`config.mk`:
```
export PLATFORM = sky130hd
export DESIGN_NAME = fan_pwm_driver
export DESIGN_NICKNAME = d
export VERILOG_FILES = /design/src/rtl/fan_pkg.sv /design/src/rtl/fan_pwm_gen.sv /design/src/rtl/fan_pwm_driver.sv
export SDC_FILE = /design/constraint.sdc
export NUM_CORES = 1
export LEC_CHECK = 0
export CORE_MARGIN = 8
export CORE_UTILIZATION = 60
export DETAILED_ROUTE_END_ITERATION = 12
export DONT_BUFFER_PORTS = 1
export PLACE_DENSITY = 0.76
export REMOVE_ABC_BUFFERS = 1
export SKIP_CTS_REPAIR_TIMING = 1
export SLEW_MARGIN = 5
export SYNTH_ARGS = -nofsm -noshare
export SYNTH_HDL_FRONTEND = slang
export SYNTH_HIERARCHICAL = 1
export SYNTH_SLANG_ARGS = --single-unit
```
`constraint.sdc`:
```
create_clock -name clk -period 3.15 [get_ports clk]
set_input_delay 0.63 -clock clk [delete_from_list [all_inputs] [get_ports clk]]
set_output_delay 0.63 -clock clk [all_outputs]
set_load 0.005 [all_outputs]
```
`src/rtl/fan_pkg.sv`:
```
// Shared types and constants for the fan motor PWM driver and the panel encoder.
package fan_pkg;

    typedef logic [2:0] level_t;

    typedef enum logic [1:0] {
        IDLE      = 2'd0,
        RAMP_UP   = 2'd1,
        RAMP_DOWN = 2'd2,
        HOLD      = 2'd3
    } ramp_state_t;

    localparam int LED_W      = 7;
    localparam int NUM_LEVELS = 8;

    // Thermometer code for each wind level; index = number of lit segments.
    localparam logic [LED_W-1:0] THERM_CODE [0:NUM_LEVELS-1] = '{
        7'b0000000,
        7'b0000001,
        7'b0000011,
        7'b0000111,
        7'b0001111,
        7'b0011111,
        7'b0111111,
        7'b1111111
    };

    typedef struct packed {
        level_t level;
        logic   valid;
    } therm_dec_t;

    // Decode a thermometer code; anything not in the table is reported invalid.
    function automatic therm_dec_t therm2level(input logic [LED_W-1:0] code);
        therm_dec_t res;
        res.level = '0;
        res.valid = 1'b0;
        for (int i = 0; i < NUM_LEVELS; i++) begin
            if (code == THERM_CODE[i]) begin
                res.level = level_t'(i);
                res.valid = 1'b1;
            end
        end
        return res;
    endfunction

endpackage

```
`src/rtl/fan_pwm_gen.sv`:
```
// PWM period counter, end-of-period strobe and registered duty compare.
module fan_pwm_gen
    import fan_pkg::*;
#(
    parameter int STEP = 10
) (
    input  logic   clk,
    input  logic   rst,
    input  level_t level,
    output logic   boundary,
    output logic   pwm
);

    localparam int PERIOD = 7 * STEP;
    localparam int CNT_W  = (PERIOD > 1) ? $clog2(PERIOD) : 1;

    logic [CNT_W-1:0] cnt_q, cnt_d;
    logic             pwm_q, pwm_d;

    // Next counter value and duty compare; level is only updated at a
    // boundary, so each period is compared against a single level.
    always_comb begin
        // NOTE: every signal written here gets a value on every path first,
        // otherwise synthesis infers a latch to hold the old value.
        cnt_d    = cnt_q + 1'b1;
        boundary = (cnt_q == CNT_W'(PERIOD - 1));
        if (boundary) begin
            cnt_d = '0;
        end
        pwm_d = (int'(cnt_q) < int'(level) * STEP);
    end

    // Counter and registered PWM output.
    always_ff @(posedge clk or posedge rst) begin
        if (rst) begin
            // NOTE: state uses non-blocking assignments so every flop samples
            // pre-edge values regardless of statement order.
            cnt_q <= '0;
            pwm_q <= 1'b0;
        end else begin
            cnt_q <= cnt_d;
            pwm_q <= pwm_d;
        end
    end

    assign pwm = pwm_q;

endmodule

```
`src/rtl/fan_pwm_driver.sv`:
```
// Samples the panel's thermometer code, ramps the applied level toward the
// decoded target one step per RAMP_PERIODS PWM periods, and drives the PWM.
module fan_pwm_driver
    import fan_pkg::*;
#(
    parameter int STEP         = 10,
    parameter int RAMP_PERIODS = 2
) (
    input  logic             clk,
    input  logic             rst,
    input  logic [LED_W-1:0] led,
    output logic             pwm,
    output logic [2:0]       level,
    output logic             busy,
    output logic             fault
);

    localparam int RC_W = (RAMP_PERIODS > 1) ? $clog2(RAMP_PERIODS) : 1;

    logic [LED_W-1:0] led_q;
    level_t           target_q, target_d;
    logic             fault_q, fault_d;
    logic             target_chg;
    therm_dec_t       dec;

    level_t           level_q, level_d;
    logic [RC_W-1:0]  ramp_cnt_q, ramp_cnt_d;
    ramp_state_t      state_q, state_d;
    logic             boundary;
    logic             tick;

    // Where the applied level stands relative to the target.
    function automatic ramp_state_t dir_state(input level_t lvl, input level_t tgt);
        if (tgt > lvl) begin
            return RAMP_UP;
        end else if (tgt < lvl) begin
            return RAMP_DOWN;
        end
        return HOLD;
    endfunction

    // Decode the sampled code; an invalid code keeps the last good target.
    always_comb begin
        dec        = therm2level(led_q);
        target_d   = dec.valid ? dec.level : target_q;
        fault_d    = ~dec.valid;
        target_chg = (target_d != target_q);
    end

    // Ramp FSM: step spacing counter, level update and next state.
    always_comb begin
        state_d    = state_q;
        level_d    = level_q;
        ramp_cnt_d = ramp_cnt_q;
        // A target update landing on a boundary suppresses that step.
        tick       = boundary && !target_chg;

        if ((target_q != level_q) && tick) begin
            if (ramp_cnt_q == RC_W'(RAMP_PERIODS - 1)) begin
                ramp_cnt_d = '0;
                level_d    = (target_q > level_q) ? level_q + 1'b1 : level_q - 1'b1;
            end else begin
                ramp_cnt_d = ramp_cnt_q + 1'b1;
            end
        end

        // A new target restarts the step spacing from zero.
        if (target_chg) begin
            ramp_cnt_d = '0;
        end

        case (state_q)
            IDLE: begin
                if (target_q != '0) begin
                    state_d = dir_state(level_d, target_q);
                end
            end
            RAMP_UP, RAMP_DOWN, HOLD: begin
                // Reaching the target holds; a reversed target flips direction.
                state_d = dir_state(level_d, target_q);
            end
            default: state_d = IDLE;
        endcase

        // Safety stop: zero target drops the level at once, off-boundary.
        if (target_q == '0) begin
            level_d    = '0;
            ramp_cnt_d = '0;
            state_d    = IDLE;
        end
    end

    // Input sample, decode and ramp registers.
    always_ff @(posedge clk or posedge rst) begin
        if (rst) begin
            led_q      <= '0;
            target_q   <= '0;
            fault_q    <= 1'b0;
            level_q    <= '0;
            ramp_cnt_q <= '0;
            state_q    <= IDLE;
        end else begin
            led_q      <= led;
            target_q   <= target_d;
            fault_q    <= fault_d;
            level_q    <= level_d;
            ramp_cnt_q <= ramp_cnt_d;
            state_q    <= state_d;
        end
    end

    fan_pwm_gen #(
        .STEP (STEP)
    ) u_pwm_gen (
        .clk      (clk),
        .rst      (rst),
        .level    (level_q),
        .boundary (boundary),
        .pwm      (pwm)
    );

    assign level = level_q;
    assign busy  = (level_q != target_q);
    assign fault = fault_q;

endmodule

```
==> qor.log, run 1 <==
[clock_network] Clock H-tree levels 1
[drt] initial DRC count 34
[global_routing] number of antenna violations at the first check in global routing 0
[logic_synthesis] sequential area share after synthesis 42.99%
[pwr] LEAKAGE 0.0006084 uW
[global_routing] Overall Global Routing Usage 12.39%
[floorplanning] Core Area 0.002170 mm^2
[floorplanning] overall die width 63.24 um
[logic_synthesis] share of async-settable or async-resettable flops after synthesis 100.0%
[layout] highest-count cells in the layout ignoring fill and taps sky130_fd_sc_hd__dfrtp_1 (23), sky130_fd_sc_hd__inv_1 (13), sky130_fd_sc_hd__ha_1 (13), sky130_fd_sc_hd__nor2_1 (8), sky130_fd_sc_hd__nand2_1 (8)
[drt] Routed WL 2370 um
[logic_synthesis] mean cell area of the mapped netlist 10.30 um^2
[floorplanning] top-level I/O count 15
[global_routing] number of global-route vias before repair 922
[sta] worst max-slew margin expressed relative to the limit 62.56%
[critical_path] data arrival time at the worst-slack endpoint 2750 ps
[critical_path] critical path required time 3400 ps
[clock_network] clock tree from TritonCTS built
[critical_path] worst-case reg-to-reg path depth 10
[sta] max frequency 399.3 MHz
[place] number of input and output port buffers inserted 0
[run] Max-Cap Viols 0
[logic_synthesis] Post-Synthesis Cells 130
[sta] number of failing setup endpoints in the final timing report 0
[clock_network] number of buffers inserted during clock tree synthesis 3
[logic_synthesis] synthesis-stage register bit count 23
[sta] Worst Max-Slew Pin Slew 561.0 ps
[layout] area growth from synthesis to layout 4.579%
[critical_path] startpoint type of the worst setup path register
[logic_synthesis] Post-Synthesis Cell Area 0.001339 mm^2
[global_routing] largest net degree at the start of global routing 16
[drt] per-cell routed wire length 14.63 um
[sta] Sum Neg Setup Slack 0 ps
[clock_network] clock transition at the register clock pins on the worst setup and hold paths after CTS 120 ps
[sta] unrepaired setup endpoints after global routing no
[layout] share of post-route cells with drive strength above 1 10.45%
[clock_network] largest buffer count on any clock path 2
[clock_network] clock root buffer sky130_fd_sc_hd__clkbuf_4
[sta] final number of hold-violating endpoints 0
[critical_path] Critical Setup Path Class reg2reg
[layout] most frequent standard cell in the layout excluding fill and tap cells sky130_fd_sc_hd__dfrtp_1
[sta] Hold Slack 132.1 ps
[sta] period utilisation layout 79.50%
[floorplanning] row count 17
[pwr] maximum ir drop on the vdd rail 0.0003346 V
[sta] count of pins over their slew limit 0
[drt] antenna viol nets, final 0
[drt] mean number of vias per cell 5.790
[place] HPWL after DPL 1873 um
[critical_path] critical path capture point type register
[pwr] total power per unit cell area 401.4 mW/mm^2
[sta] Post-Route Skew 2.989 ps
[hold_path] path type of the worst min-delay path in2async
[global_routing] global-route wire length before repair 4022 um
[floorplanning] Die Y-Extent 63.24 um
[drt] via count 938
[place] weighted congestion at the end of routability-driven global placement 0.8268
[drt] DRC violations left 0
[status] run status finished, final reports clean
[layout] net count reported at finish 158
[logic_synthesis] Ys Warns 6
[floorplanning] die outline area 0.003999 mm^2
[logic_synthesis] distinct cell type count of the synthesized netlist 44
[logic_synthesis] EDFF count, synth 0
[layout] ANT cells 0
[sta] clock period minus worst slack 2504 ps
[critical_path] largest fanout of any net on the critical path 5
[drt] DRT Pass-1 Iters 4
[clock_network] Clock Sink Count 23
[global_routing] global route total overflow 0
[logic_synthesis] top_reg_cell synth sky130_fd_sc_hd__dfrtp_1
[clock_network] clk_lat worst skew 310 ps
[floorplanning] starting density of the core 61.71%
-- cells by family after synthesis --
| kind of cell | synth area share, % |
|---|---|
| adders and majority gates | 13.65 |
| DFF | 42.99 |
| AOI/OAI and AO/OA | 13.37 |
| xor gates and xnor gates | 4.580 |
| and+or+nand+nor | 21.78 |
| buffers and inverters | 3.645 |
-- registers in the layout, indices dropped and copies added (netlist names) --
name / flops
fault: 1
led_q: 7
level: 3
ramp_cnt_q: 1
target_q: 3
u_pwm_gen/cnt_q: 7
u_pwm_gen/pwm: 1
-- per-stage QoR --
stage	instances	util [%]	setup slack, ps	total power, uW	area [um^2]
global route	162	64.53	511.1	591.3	1400
floorplan	130	-	854.5	408.6	1339
global placement	158	63.32	789.0	428.0	1374
CTS	162	64.53	629.2	566.5	1400
finish	162	64.53	645.8	562.1	1400
detailed placement	158	63.32	652.0	432.8	1374
-- final timing paths --
path,from,slack (ps),endpoint
worst max-delay path,level[1]$_DFFE_PP0P_,650,level[2]$_DFFE_PP0P_
worst min-delay path,rst,130,u_pwm_gen/cnt_q[2]$_DFF_PP0_
worst max register to register,level[1]$_DFFE_PP0P_,650,level[2]$_DFFE_PP0P_
worst min register to register,u_pwm_gen/cnt_q[0]$_DFF_PP0_,530,u_pwm_gen/cnt_q[0]$_DFF_PP0_
max in group asynchronous,rst,2540,target_q[2]$_DFF_PP0_
min in group clk,led[0],330,led_q[0]$_DFF_PP0_
-- final cells by class --
class | count | area (um^2)
flip-flops and latches | 23 | 575.6
clock buffers | 4 | 26.28
inverters | 13 | 48.80
well taps | 28 | 35.03
fillers | 176 | 769.5
multi-input cells | 94 | 714.4
-- synth_stat cells, drive strengths merged (2+ instances only) --
library cell | instances | area share, %
ha | 13 | 12
nor3b | 2 | 1.1
nand3 | 5 | 2.2
nor2b | 4 | 2.1
a221oi | 2 | 1.3
nor4 | 2 | 1.4
inv | 13 | 3.6
and3b | 2 | 1.4
nand2 | 8 | 2.2
o21a | 2 | 1.1
or3 | 3 | 1.5
nor2 | 8 | 2.2
xnor2 | 3 | 2.0
and2 | 4 | 2.0
nor3 | 3 | 2.0
o31ai | 2 | 1.1
o21ai | 7 | 2.6
xor2 | 4 | 2.6
dfrtp | 23 | 43
a21oi | 5 | 2.1
-- per-layer routing --
metal	global-route usage, %	vias to the layer above	share of wire, %
li1	-	475	-
met1	16.12	436	50
met2	18.44	21	43
met3	3.887	6	4.9
met4	5.292	0	1.8
met5	0	-	0
-- critical path, stage by stage, from the launching register on --
cell and delay [ps]:
sky130_fd_sc_hd__dfrtp_1 480, sky130_fd_sc_hd__inv_1 110, sky130_fd_sc_hd__ha_1 310, sky130_fd_sc_hd__nor2b_1 140, sky130_fd_sc_hd__o21a_1 120, sky130_fd_sc_hd__o21a_1 130, sky130_fd_sc_hd__inv_1 60, sky130_fd_sc_hd__fa_1 370
sky130_fd_sc_hd__xor2_1 180, sky130_fd_sc_hd__or4_1 400, sky130_fd_sc_hd__a21oi_1 140
-- report_power, final --
part / leakage, uW / internal (uW) / switching (uW) / total, uW
logic: 0.000313 / 42.4 / 54.2 / 96.7
clock network: 0.0000150 / 49.4 / 84.8 / 134
registers: 0.000280 / 310 / 21.1 / 331
Power figures use the tool's default switching activity.
==> run 2: changes to the inputs <==
==> constraint.sdc (replaced) <==
create_clock -name clk -period 2.37 [get_ports clk]
set_input_delay 0.474 -clock clk [delete_from_list [all_inputs] [get_ports clk]]
set_output_delay 0.474 -clock clk [all_outputs]
set_load 0.005 [all_outputs]
==> run 2 against run 1 <==
  * Cell area grew 7.2%
  * Fmax grew 10%
  * Clock skew increased by 1.3 ps
  * Critical path depth shrank 4
  * Global-route usage up 0.70 points
  * Total power grew 40%
  * Wire length grew 6.8%
  * Count of clock-buffer cells in the layout stayed put
  * Hold slack lost 51 ps
  * Non-clock buffer count is 8 higher
  * Highest routed layer unchanged
==> qor.log, run 2 (synthesized netlist as in run 1, its figures left out) <==
[status] run status finished, final reports clean
[clock_network] clock tree from TritonCTS built
[global_routing] global route total overflow 0 [unchanged]
[global_routing] number of global-route vias before repair 959 [+4.0%]
[global_routing] largest net degree at the start of global routing 16 [unchanged]
[layout] share of post-route cells with drive strength above 1 20.42% [+10 points]
[sta] Worst Max-Slew Pin Slew 564.0 ps [+3.008 ps]
[sta] period utilisation layout 96.07% [+17 points]
[clock_network] largest buffer count on any clock path 2 [unchanged]
[floorplanning] row count 17 [unchanged]
[sta] number of failing setup endpoints in the final timing report 0 [unchanged]
[place] HPWL after DPL 1959 um [+4.6%]
[run] Max-Cap Viols 0 [unchanged]
[critical_path] Critical Setup Path Class reg2reg
[sta] Hold Slack 80.75 ps [-51.35 ps]
[drt] per-cell routed wire length 14.89 um [+1.8%]
[sta] worst max-slew margin expressed relative to the limit 62.11% [-0.45 points]
[clock_network] number of buffers inserted during clock tree synthesis 3 [unchanged]
[layout] footprint of the multi-input gates 750.7 um^2 [+5.1%]
[pwr] total power per unit cell area 523.2 mW/mm^2 [+30%]
[floorplanning] Core Area 0.002170 mm^2 [unchanged]
[sta] clock period minus worst slack 2277 ps [-227.4 ps]
[floorplanning] overall die width 63.24 um [unchanged]
[critical_path] critical path required time 2600 ps [-800 ps]
[global_routing] number of antenna violations at the first check in global routing 0 [unchanged]
[layout] most frequent standard cell in the layout excluding fill and tap cells sky130_fd_sc_hd__dfrtp_1
[sta] unrepaired setup endpoints after global routing no
[sta] max frequency 439.2 MHz [+10%]
[global_routing] global-route wire length before repair 4333 um [+7.7%]
[critical_path] critical path capture point type register
[floorplanning] starting density of the core 61.71% [unchanged]
[floorplanning] top-level I/O count 15 [unchanged]
[layout] ANT cells 0 [unchanged]
[place] weighted congestion at the end of routability-driven global placement 0.9186 [+11%]
[critical_path] worst reg2reg setup slack 90 ps [-550 ps]
[pwr] maximum ir drop on the vdd rail 0.0004224 V [+26%]
[critical_path] largest fanout of any net on the critical path 7 [+2]
[clock_network] Clock Sink Count 23 [unchanged]
[floorplanning] die outline area 0.003999 mm^2 [unchanged]
[clock_network] clock root buffer sky130_fd_sc_hd__clkbuf_4
[layout] area taken by flip-flops and latches 578.1 um^2 [+0.43%]
[clock_network] clock transition at the register clock pins on the worst setup and hold paths after CTS 120 ps [about the same]
[sta] final number of hold-violating endpoints 0 [unchanged]
[pwr] LEAKAGE 0.0006544 uW [+7.6%]
[global_routing] Overall Global Routing Usage 13.08% [+0.70 points]
[drt] mean number of vias per cell 5.776 [-0.24%]
[clock_network] Clock H-tree levels 1 [unchanged]
[drt] Routed WL 2532 um [+6.8%]
[drt] via count 982 [+4.7%]
[sta] Sum Neg Setup Slack 0 ps [unchanged]
[critical_path] data arrival time at the worst-slack endpoint 2510 ps [-240 ps]
[layout] area growth from synthesis to layout 12.15%
[layout] Largest regs led_q x7, u_pwm_gen/cnt_q x7
[layout] number of inserted filler cells in the final layout 168 [-4.5%]
[place] number of input and output port buffers inserted 0 [unchanged]
[drt] antenna viol nets, final 0 [unchanged]
[floorplanning] Die Y-Extent 63.24 um [unchanged]
[critical_path] startpoint type of the worst setup path register
[drt] DRC violations left 0 [unchanged]
[sta] Post-Route Skew 4.314 ps [+1.326 ps]
[sta] count of pins over their slew limit 0 [unchanged]
[clock_network] clk_lat worst skew 300 ps [about the same]
[drt] initial DRC count 43 [+26%]
[hold_path] path type of the worst min-delay path in2async
[layout] highest-count cells in the layout ignoring fill and taps sky130_fd_sc_hd__dfrtp_1 (21), sky130_fd_sc_hd__inv_1 (12), sky130_fd_sc_hd__ha_1 (12), sky130_fd_sc_hd__nor2_1 (8), sky130_fd_sc_hd__nand2_1 (8)
[layout] net count reported at finish 166 [+5.1%]
[drt] DRT Pass-1 Iters 4 [unchanged]
run 2: cell type report:
class	count	area share, %
Tap cell	28	2.333
Timing Repair Buffer	8	4.167
Multi-Input combinational cell	94	50.00
Inverter	13	3.250
Sequential cell	23	38.50
Clock buffer	4	1.750
run 2: path summary, 6_finish.rpt:
kind / depth (start not counted) / end / startpoint
setup / recovery: 6 / level[2]$_DFFE_PP0P_ / led_q[5]$_DFF_PP0_
hold / removal: 1 / led_q[0]$_DFF_PP0_ / rst
setup reg to reg: 6 / level[2]$_DFFE_PP0P_ / led_q[5]$_DFF_PP0_
hold reg to reg: 1 / u_pwm_gen/cnt_q[0]$_DFF_PP0_ / u_pwm_gen/cnt_q[0]$_DFF_PP0_
max in group asynchronous: 2 / u_pwm_gen/cnt_q[4]$_DFF_PP0_ / rst
min in group clk: 0 / led_q[0]$_DFF_PP0_ / led[0]
run 2: through the flow:
step	worst slack, ps	utilization, %	total power [uW]	std cells	cell area (um^2)
floorplan	74.46	-	543.1	130	1339
global placement	111.8	65.40	585.6	164	1419
detailed placement	76.94	65.40	591.6	164	1419
CTS	42.92	66.61	768.6	168	1445
global route	6.795	69.20	838.4	170	1501
finish	93.11	69.20	785.6	170	1501
run 2: worst max-delay path, cell delays in order (launching register included):
cell and delay (ps):
sky130_fd_sc_hd__dfrtp_1 470, sky130_fd_sc_hd__nor2b_2 190, sky130_fd_sc_hd__or3_1 340, sky130_fd_sc_hd__a22o_1 260, sky130_fd_sc_hd__a211o_1 330, sky130_fd_sc_hd__or4_1 480, sky130_fd_sc_hd__a21oi_1 130
run 2: power by group:
group	internal [uW]	leakage (uW)	switching [uW]	total [uW]
registers	412	0.000278	27.6	440
clock network	65.5	0.0000150	109	174
logic	83.0	0.000361	88.3	171
total	561	0.000654	225	786
run 2: routing by layer:
layer  vias to the layer above  part of all wire [%]  global-route usage, %
met5                         -                     0                      0
met4                         0                  0.59                  3.900
met3                         2                   5.7                  4.064
met2                        31                    46                  18.82
met1                       462                    47                  18.24
li1                        487                     -                      -
==> run 3: changes to the inputs <==
--- a/config.mk
+++ b/config.mk
@@ -5,11 +5,13 @@
 export SDC_FILE = /design/constraint.sdc
 export NUM_CORES = 1
 export LEC_CHECK = 0
-export CORE_MARGIN = 8
-export CORE_UTILIZATION = 60
+export CELL_PAD_IN_SITES_DETAIL_PLACEMENT = 2
+export CELL_PAD_IN_SITES_GLOBAL_PLACEMENT = 2
+export CORE_MARGIN = 3
+export CORE_UTILIZATION = 40
 export DETAILED_ROUTE_END_ITERATION = 12
 export DONT_BUFFER_PORTS = 1
-export PLACE_DENSITY = 0.76
+export PLACE_DENSITY_LB_ADDON = 0.1
 export REMOVE_ABC_BUFFERS = 1
 export SKIP_CTS_REPAIR_TIMING = 1
 export SLEW_MARGIN = 5
==> run 3 against run 2 <==
  * Total power is 7.3% higher
  * Clock skew is 7.7 ps higher
  * Hold slack got worse by 13 ps
  * Register-to-register slack worse by 60 ps
  * Non-clock buffer count grew 5
==> qor.log, run 3 (synthesized netlist as in run 1, its figures left out) <==
[global_routing] largest net degree at the start of global routing 16 [unchanged]
[clock_network] Clock H-tree levels 1 [unchanged]
[clock_network] clock tree from TritonCTS built
[global_routing] met3 track utilization from global routing 2.460% [-1.6 points]
[pwr] maximum ir drop on the vdd rail 0.0002480 V [-41%]
[sta] Worst Max-Slew Pin Slew 694.2 ps [+130.2 ps]
[floorplanning] top-level I/O count 15 [unchanged]
[critical_path] r2r endpoint level[2]$_DFFE_PP0P_
[critical_path] worst-case reg-to-reg path depth 9 [+3]
[sta] worst max-slew margin expressed relative to the limit 53.37% [-8.7 points]
[layout] area growth from synthesis to layout 19.44%
[floorplanning] Core Area 0.003128 mm^2 [+44%]
[sta] count of pins over their slew limit 0 [unchanged]
[clock_network] clock transition at the register clock pins on the worst setup and hold paths after CTS 130 ps [about the same]
[hold_path] path type of the worst min-delay path in2async
[critical_path] largest fanout of any net on the critical path 2 [-5]
[critical_path] r2r startpoint target_q[1]$_DFF_PP0_
[sta] period utilisation layout 98.43% [+2.4 points]
[sta] number of failing setup endpoints in the final timing report 0 [unchanged]
[critical_path] startpoint type of the worst setup path register
[sta] unrepaired setup endpoints after global routing yes
[global_routing] number of antenna violations at the first check in global routing 0 [unchanged]
[sta] Hold Slack 67.62 ps [-13.13 ps]
[clock_network] number of buffers inserted during clock tree synthesis 3 [unchanged]
[pwr] LEAKAGE 0.0006838 uW [+4.5%]
[status] run status finished, final reports clean
[sta] Post-Route Skew 12.00 ps [+7.690 ps]
[floorplanning] row count 20 [+3]
[critical_path] data arrival time at the worst-slack endpoint 2590 ps [+80 ps]
[floorplanning] starting density of the core 42.80% [-19 points]
[layout] net count reported at finish 171 [+3.0%]
[layout] ANT cells 0 [unchanged]
[layout] Largest regs led_q x7, u_pwm_gen/cnt_q x7
[global_routing] met2 routing resource usage after global routing 30.19% [+11 points]
[place] number of input and output port buffers inserted 0 [unchanged]
[run] Max-Cap Viols 0 [unchanged]
[clock_network] clock root buffer sky130_fd_sc_hd__clkbuf_4
[drt] via count 1030 [+4.9%]
[global_routing] number of global-route vias before repair 1160 [+21%]
[sta] final number of hold-violating endpoints 0 [unchanged]
[clock_network] Clock Sink Count 23 [unchanged]
[clock_network] clk_lat worst skew 320 ps [+20 ps]
[pwr] total power per unit cell area 527.0 mW/mm^2 [+0.72%]
[critical_path] critical path required time 2630 ps [+30 ps]
[layout] highest-count cells in the layout ignoring fill and taps sky130_fd_sc_hd__dfrtp_1 (18), sky130_fd_sc_hd__inv_1 (12), sky130_fd_sc_hd__ha_1 (12), sky130_fd_sc_hd__buf_4 (12)
[pwr] total power consumption of the routed design 842.6 uW [+7.3%]
[global_routing] Most Crowded Layer GR met2
[drt] mean number of vias per cell 5.393 [-6.6%]
[drt] antenna viol nets, final 0 [unchanged]
[drt] DRC violations left 0 [unchanged]
[floorplanning] overall die width 63.85 um [+0.97%]
[clock_network] largest buffer count on any clock path 2 [unchanged]
[drt] Routed WL 3252 um [+28%]
[layout] share of post-route cells with drive strength above 1 29.25% [+8.8 points]
[drt] per-cell routed wire length 17.03 um [+14%]
[global_routing] global route total overflow 0 [unchanged]
[critical_path] worst reg2reg setup slack 40 ps [-60 ps]
[layout] most frequent standard cell in the layout excluding fill and tap cells sky130_fd_sc_hd__dfrtp_1
[floorplanning] die outline area 0.004077 mm^2 [+2.0%]
[layout] number of inserted filler cells in the final layout 332 [+98%]
[sta] max frequency 428.7 MHz [-2.4%]
[place] HPWL after DPL 2564 um [+31%]
[drt] DRT Pass-1 Iters 4 [unchanged]
[critical_path] critical path capture point type register
[drt] initial DRC count 20 [-53%]
[global_routing] global-route wire length before repair 5499 um [+27%]
[global_routing] Overall Global Routing Usage 17.20% [+4.1 points]
[critical_path] Critical Setup Path Class reg2reg
[floorplanning] Die Y-Extent 63.85 um [+0.97%]
[sta] clock period minus worst slack 2333 ps [+55.80 ps]
[global_routing] met1 Use GR 21.81% [+3.6 points]
[place] weighted congestion at the end of routability-driven global placement 0.7613 [-17%]
[run 3: critical path: stages (launching register included)]
cell	delay [ps]
sky130_fd_sc_hd__dfrtp_1	440
sky130_fd_sc_hd__ha_4	280
sky130_fd_sc_hd__nor2b_4	120
sky130_fd_sc_hd__o21a_1	110
sky130_fd_sc_hd__o21a_1	140
sky130_fd_sc_hd__inv_1	70
sky130_fd_sc_hd__fa_2	370
sky130_fd_sc_hd__xor2_2	170
sky130_fd_sc_hd__or4_4	420
sky130_fd_sc_hd__a21oi_2	160
[run 3: how the worst max path moves through the flow]
stage	startpoint	end	slack, ps	depth (start not counted)
after CTS	level[1]$_DFFE_PP0P_	level[2]$_DFFE_PP0P_	-20	10
after global placement	level[1]$_DFFE_PP0P_	level[2]$_DFFE_PP0P_	100	10
after detailed placement	level[1]$_DFFE_PP0P_	level[2]$_DFFE_PP0P_	-4	10
after global routing	level[1]$_DFFE_PP0P_	level[2]$_DFFE_PP0P_	-110	10
final	target_q[1]$_DFF_PP0_	level[2]$_DFFE_PP0P_	40	9
after floorplan	level[1]$_DFFE_PP0P_	level[2]$_DFFE_PP0P_	70	10
[run 3: area by class of cell]
| cell class | instances | area (um^2) | share of cell area [%] |
|---|---|---|---|
| inverters | 13 | 48.80 | 3.052 |
| repair buffers | 13 | 100.1 | 6.260 |
| clock buffers | 4 | 26.28 | 1.643 |
| flip-flops and latches | 23 | 581.8 | 36.39 |
| well taps | 44 | 55.05 | 3.443 |
| multi-input cells | 94 | 787.0 | 49.22 |
[run 3: metal layers]
metal,wire (um),up-vias
met3,117,7
met4,65,0
met1,1467,506
met5,0,-
met2,1600,21
li1,-,496
[run 3: metrics by stage]
| step | cell area, um^2 | instances | TNS [ps] | utilization (%) | setup WS, ps |
|---|---|---|---|---|---|
| after floorplan | 1339 | 130 | 0 | - | 74.46 |
| after global placement | 1446 | 181 | 0 | 46.24 | 97.84 |
| after detailed placement | 1446 | 181 | -3.687 | 46.24 | -3.687 |
| after CTS | 1473 | 185 | -16.39 | 47.08 | -16.39 |
| after global routing | 1599 | 191 | -172.0 | 51.12 | -106.4 |
| final | 1599 | 191 | 0 | 51.12 | 37.32 |
[run 3: report_power, final]
| part | switching (uW) | internal [uW] |
|---|---|---|
| Sequential | 26.8 | 414 |
| Clock | 119 | 65.9 |
| Combinational | 110 | 108 |
